===== src/rtl/alu_regfile_sequencer.sv =====
// rtl/alu_regfile_sequencer.sv - command-driven register file and operand stage for a 4-bit ALU
module alu_regfile_sequencer #(
  parameter int WIDTH = 4
) (
  input  logic             clk,
  input  logic             rst,
  input  logic             cmd_valid,
  output logic             cmd_ready,
  input  logic             cmd_kind,
  input  logic [1:0]       cmd_opcode,
  input  logic [1:0]       cmd_dst,
  input  logic [1:0]       cmd_src_a,
  input  logic [1:0]       cmd_src_b,
  input  logic [WIDTH-1:0] cmd_imm,
  output logic [WIDTH-1:0] alu_a,
  output logic [WIDTH-1:0] alu_b,
  output logic [1:0]       alu_opcode,
  input  logic [WIDTH-1:0] alu_result,
  input  logic             alu_zero,
  output logic             rsp_valid,
  input  logic             rsp_ready,
  output logic [WIDTH-1:0] rsp_result,
  output logic             rsp_zero,
  output logic [1:0]       rsp_dst
);

  typedef enum logic [1:0] {IDLE, EXEC, RESP} state_t;

  state_t           state;
  logic [WIDTH-1:0] regs [4];
  logic [1:0]       dst_q;

  // cmd_ready and rsp_valid are registered copies of "next state is IDLE/RESP"
  always_ff @(posedge clk) begin
    if (rst) begin
      state      <= IDLE;
      for (int i = 0; i < 4; i++) regs[i] <= '0;
      dst_q      <= '0;
      alu_a      <= '0;
      alu_b      <= '0;
      alu_opcode <= '0;
      cmd_ready  <= 1'b1;
      rsp_valid  <= 1'b0;
      rsp_result <= '0;
      rsp_zero   <= 1'b0;
      rsp_dst    <= '0;
    end else begin
      case (state)
        IDLE: begin
          if (cmd_valid && cmd_ready) begin
            cmd_ready <= 1'b0;
            if (cmd_kind) begin
              regs[cmd_dst] <= cmd_imm;
              rsp_result    <= cmd_imm;
              rsp_zero      <= (cmd_imm == '0);
              rsp_dst       <= cmd_dst;
              rsp_valid     <= 1'b1;
              state         <= RESP;
            end else begin
              alu_a      <= regs[cmd_src_a];
              alu_b      <= regs[cmd_src_b];
              alu_opcode <= cmd_opcode;
              dst_q      <= cmd_dst;
              state      <= EXEC;
            end
          end
        end
        EXEC: begin
          regs[dst_q] <= alu_result;
          rsp_result  <= alu_result;
          rsp_zero    <= alu_zero;
          rsp_dst     <= dst_q;
          rsp_valid   <= 1'b1;
          state       <= RESP;
        end
        RESP: begin
          if (rsp_ready) begin
            rsp_valid <= 1'b0;
            cmd_ready <= 1'b1;
            state     <= IDLE;
          end
        end
        default: begin
          rsp_valid <= 1'b0;
          cmd_ready <= 1'b1;
          state     <= IDLE;
        end
      endcase
    end
  end

endmodule


===== config.mk =====
export PLATFORM = sky130hd
export DESIGN_NAME = alu_regfile_sequencer
export DESIGN_NICKNAME = d
export VERILOG_FILES = /design/src/rtl/alu_regfile_sequencer.sv
export SDC_FILE = /design/constraint.sdc
export NUM_CORES = 1
export LEC_CHECK = 0
export BUFFER_PORTS_ARGS = -buffer_cell sky130_fd_sc_hd__buf_4
export CORE_UTILIZATION = 49
export DETAILED_ROUTE_END_ITERATION = 12
export MAX_ROUTING_LAYER = met4
export PLACE_DENSITY = 0.75
export SYNTH_ARGS = -nofsm -noshare
export SYNTH_HDL_FRONTEND = slang
export SYNTH_SLANG_ARGS = --single-unit

===== constraint.sdc =====
create_clock -name clk -period 1.8 [get_ports clk]
set_input_delay 0.09 -clock clk [delete_from_list [all_inputs] [get_ports clk]]
set_output_delay 0.09 -clock clk [all_outputs]
set_load 0.1 [all_outputs]

Word-level counts from Yosys, hierarchy flattened
Memories as Yosys holds them, arrays and structs flattened. A register that Yosys moved wholly into a read port is not among the register bits.
Index checks and enable logic that the tools add are counted.
{ "word_totals": {"out_inout_bits": 19, "mem_bits_rw": 16, "memories": 1, "ff_bits": 15, "wordCells": 63} }
{ "classes": {"n_eq_ne": 5, "n_reduce_logical": 11, "n_mux": 36, "n_bitwise": 2} }
{ "memory_table": {"columns": ["memory", "words", "word_bits", "read_ports", "rd_clocked_by_memory_dff", "wr", "line_no", "rtl"], "rows": [
  ["regs", 4, 4, 2, 2, 4, "30", "logic [WIDTH-1:0] regs [4];"]
]} }
{ "ops": {"columns": ["op", "n"], "rows": [
  ["1-bit 2-to-1 mux", 19],
  ["4-bit 2-to-1 mux", 4],
  ["2-bit 2-to-1 mux", 7],
  ["3-bit AND reduction", 4],
  ["4-bit case mux with 2 select lines", 1],
  ["4-bit OR reduction", 2],
  ["2-bit inequality test (second input constant)", 3],
  ["1-bit case mux with 3 select lines", 2],
  ["2-bit case mux with 3 select lines", 1],
  ["4-bit logical NOT", 1],
  ["2-bit case mux with 2 select lines", 1],
  ["2-bit by 1-bit == test with 1-bit output (second input constant)", 1],
  ["2-bit == test (second input constant)", 1],
  ["2-bit logical NOT", 1],
  ["1-bit inverter", 2],
  ["1-bit case mux with 2 select lines", 1],
  ["2-bit AND reduction", 1],
  ["2-bit nonzero test", 1],
  ["1-bit logical AND", 1]
]} }

Depth between registers and ports, before layout
{ "depth": {"word_depth": 8, "ltp_mapped": 5, "depth_no_buf": 3} }

Least setup slack after synthesis
No wires, ideal clock.
{ "synth_timing": {"path_type": "reg-to-reg", "start": "reg cmd_ready", "end": "mem regs[2][0] (enable)", "path_stages_with_launch": 5, "setup_slack_ns": -0.529, "arrival_ns": 1.956, "t_required_ns": 1.427, "synth_period_minus_slack_ns": 2.329, "path_buffers": 1, "path_cell_list": "dfxtp_1 > and3b_1 > buf_2 > nand2_4 > o31ai_1"} }
{ "synth_rtl": {"columns": ["item", "line_no", "rtl"], "rows": [
  ["from (decl)", "8", "output logic cmd_ready,"],
  ["from (signal assigned)", "42", "cmd_ready <= 1'b1;"],
  ["from (signal assigned)", "51", "cmd_ready <= 1'b0;"],
  ["from (signal assigned)", "79", "cmd_ready <= 1'b1;"],
  ["to (decl)", "30", null]
]} }

==> metrics.cfg <==
[pwr]
p_leak_nw=0.983
comb_power_share_pct=24.1
power_mw=2.41
internal-power_mw=1.66
p_sw_uw=746
ir_worst_vdd_uv=527
switching_share_pct=30.9
clock_power_share_pct=33.4
seqPwrFrac_pct=42.5
power.density_mw_per_mm2=928

[timing]
worstMarginPinSlew_ps=458
fin_skew_ps=4.90
max_clock_freq_mhz=592
rsz0062_at_grt=false
min_period_ps=1690
slew_viol_final=0
min_period_over_period_pct=93.8
slew-limit-headroom_pct=69.3
tns_ps=0
finalSetupViolations=0
layout_setup_ws_ps=111
hold_viol_final=0

[worst_setup_path]
reg2reg_depth=4
worstPathRequired_ps=1830
end_kind=flip-flop
cp.buffers_inverters=1
worstPathArrival_ps=1720
ff2ff_setup_slack_ps=110
r2r_start=state[1]$_SDFFE_PP0P_
path_cells=buf_4 -> nor4b_4 -> a2bb2oi_2 -> a211oi_1
path_max_fanout=7
cp_top_family=simple AND/OR/NAND/NOR gates
slowest_delay_ps=480
timing.rr.end=regs[2][2]$_SDFFCE_PN0P_
cp-start-kind=flip-flop
critPathKind=flip-flop to flip-flop
slowest_stage=nor4b_4

[floorplan]
io_pins=41
die_h_um=67.0
die-area_mm2=0.00449
fp.coreArea_mm2=0.00403
initial_core_util_pct=51.4
fp-row-count=23
fp.dieW_um=67.0

[synthesis]
yosys.area.top_type_share_pct=23.2
yosys_warnings=0
ys_top_cells_by_count=a21oi_1 (29), dfxtp_1 (23), nand3_1 (23)
ys_ff_latch=39
synth_most_common_cell=a21oi_1
synth_edf_count=16
yosysSeqAreaShare_pct=45.5
synthTopCellsByArea=edfxtp_1 (23%), dfxtp_1 (22%), mux4_2 (8.7%), a21oi_1 (7.0%), nand3_1 (5.6%)
netlist_area_mm2=0.00207
synth_top_cell_by_area=edfxtp_1
synth-main-ff-cell=dfxtp_1
synth_nets=229
synth_cells=207
synth.distinct_cells=36
avgSynthCellArea_um2=10.0
synthArstFlopShare_pct=0

[layout]
regArea_um2=946
area_growth_pct=25.6
fin_util_pct=64.5
antenna-diode-count=0
drive_gt1_share_pct=33.3
fill_cells=335
multi_input_area_mm2=0.00103
finalInstanceArea_mm2=0.00260
layout.nets=273

[place]
gp_congestion=0.866
place_hpwl_um=3790
dpl-instance-area_mm2=0.00246
port_buffers=40
place_ws_ps=35.6

[drt]
ant_nets=0
drc=0
drtPass1Iterations=4
routed_via_density=5.95
routedWlPerCell_um=16.3
wl_um=4930
vias=1798
drtIter0Drc=146

[global_routing]
grt_max_degree=23
track_usage_pct=25.6
grt_pass1_vias=1690
antenna_found_initial=0
grt_pass1_wl_um=8300
gr-total-overflow=0

[clock_network]
clkSinkCount=39
cts_buffer_depth=2
numCtsBuffers=5
cts-root-buf=clkbuf_8
insertion_delay_ps=280
cts_tree=yes
clkTransAtPathRegs_ps=80
postCtsHoldBufs=0
ctsHtreeMaxLevel=2

[min_path]
worstHoldStart=cmd_opcode[1]
hold_end=alu_opcode[1]$_SDFFE_PP0P_
hold_class=primary input to flip-flop
min_path_cells=3

[job]
cap_violations=0

[outcome]
status=completed

-- cell type report --
type / instances / area share (%)
clock buffer: 7 / 3.76
clock inverter: 1 / 1.16
inverter: 8 / 1.16
multi-input combinational: 144 / 39.8
sequential: 39 / 36.4
tap: 50 / 2.41
timing repair buffer: 53 / 15.3
-- power groups by stage --
stage                     Sequential (mW)  Combinational (mW)  Clock [mW]
after floorplan                      1.24               0.216           0
after global placement               1.04               0.572           0
after detailed placement             1.04               0.576           0
after CTS                            1.02               0.577       0.816
after global routing                 1.03               0.616       0.860
final                                1.02               0.582       0.805
-- worst min-delay path, cell delays in order --
cell,delay [ps]
buf_4,100
nand3_1,60
a21oi_1,50
-- metal layers --
layer | GRT usage [%] | vias up | routed length, um
li1 | - | 878 | -
met2 | 41.4 | 63 | 2460
met1 | 33.4 | 851 | 2160
met5 | - | - | 0
met4 | 6.65 | 0 | 66
met3 | 4.11 | 6 | 236
-- flip-flops by register name (all words and copies together) (netlist names) --
| name | flops |
|---|---|
| regs | 16 |
| alu_a | 4 |
| alu_b | 4 |
| rsp_result | 4 |
| alu_opcode | 2 |
| dst_q | 2 |
| rsp_dst | 2 |
| state | 2 |
| cmd_ready | 1 |
| rsp_valid | 1 |
| rsp_zero | 1 |
-- what timing repair did --
| item | CTS | global route |
|---|---|---|
| buffers inserted | 0 | 1 |
| setup endpoints to repair | 0 | 15 |
| resized for setup | 0 | 2 |
-- placed cells by master (no fill, tap or decap), types with 2 or more instances in the layout --
cell type,count
edfxtp_1,16
nor3_1,2
buf_4,53
inv_1,8
a211oi_1,8
a311oi_1,7
and4bb_2,5
a21oi_1,29
mux4_2,8
o21ai_0,14
nor2_1,7
nor3b_4,2
nand3_1,23
dfxtp_1,21
nand2b_1,2
nor2b_1,3
clkbuf_8,5
nand2_1,17
a31oi_1,4
-- worst max-delay path by stage --
stage	from	endpoint	slack (ps)	cells past startpoint
final	state[1]$_SDFFE_PP0P_	regs[2][2]$_SDFFCE_PN0P_	110	4
after floorplan	cmd_ready$_SDFFE_PP1P_	regs[2][0]$_SDFFCE_PN0P_	100	4
after CTS	state[0]$_SDFFE_PP0P_	regs[1][2]$_SDFFCE_PN0P_	20	3
after detailed placement	state[0]$_SDFFE_PP0P_	regs[1][0]$_SDFFCE_PN0P_	40	3
after global placement	state[0]$_SDFFE_PP0P_	regs[1][3]$_SDFFCE_PN0P_	130	3
after global routing	state[1]$_SDFFE_PP0P_	regs[1][1]$_SDFFCE_PN0P_	20	4
-- per-stage QoR --
stage | cells | hold WS [ps]
floorplan | 207 | 238
finish | 302 | 70.1
global route | 302 | 66.9
CTS | 301 | 71.1
detailed placement | 293 | 375
global placement | 293 | 355
-- cell families after synthesis --
family / after synthesis / synth area share [%]
compound gates: 69 / 20.5
simple gates: 67 / 20.0
flops: 39 / 45.5
buf+inv: 24 / 5.32
mux: 8 / 8.71
(Power assumes the default switching activity.)
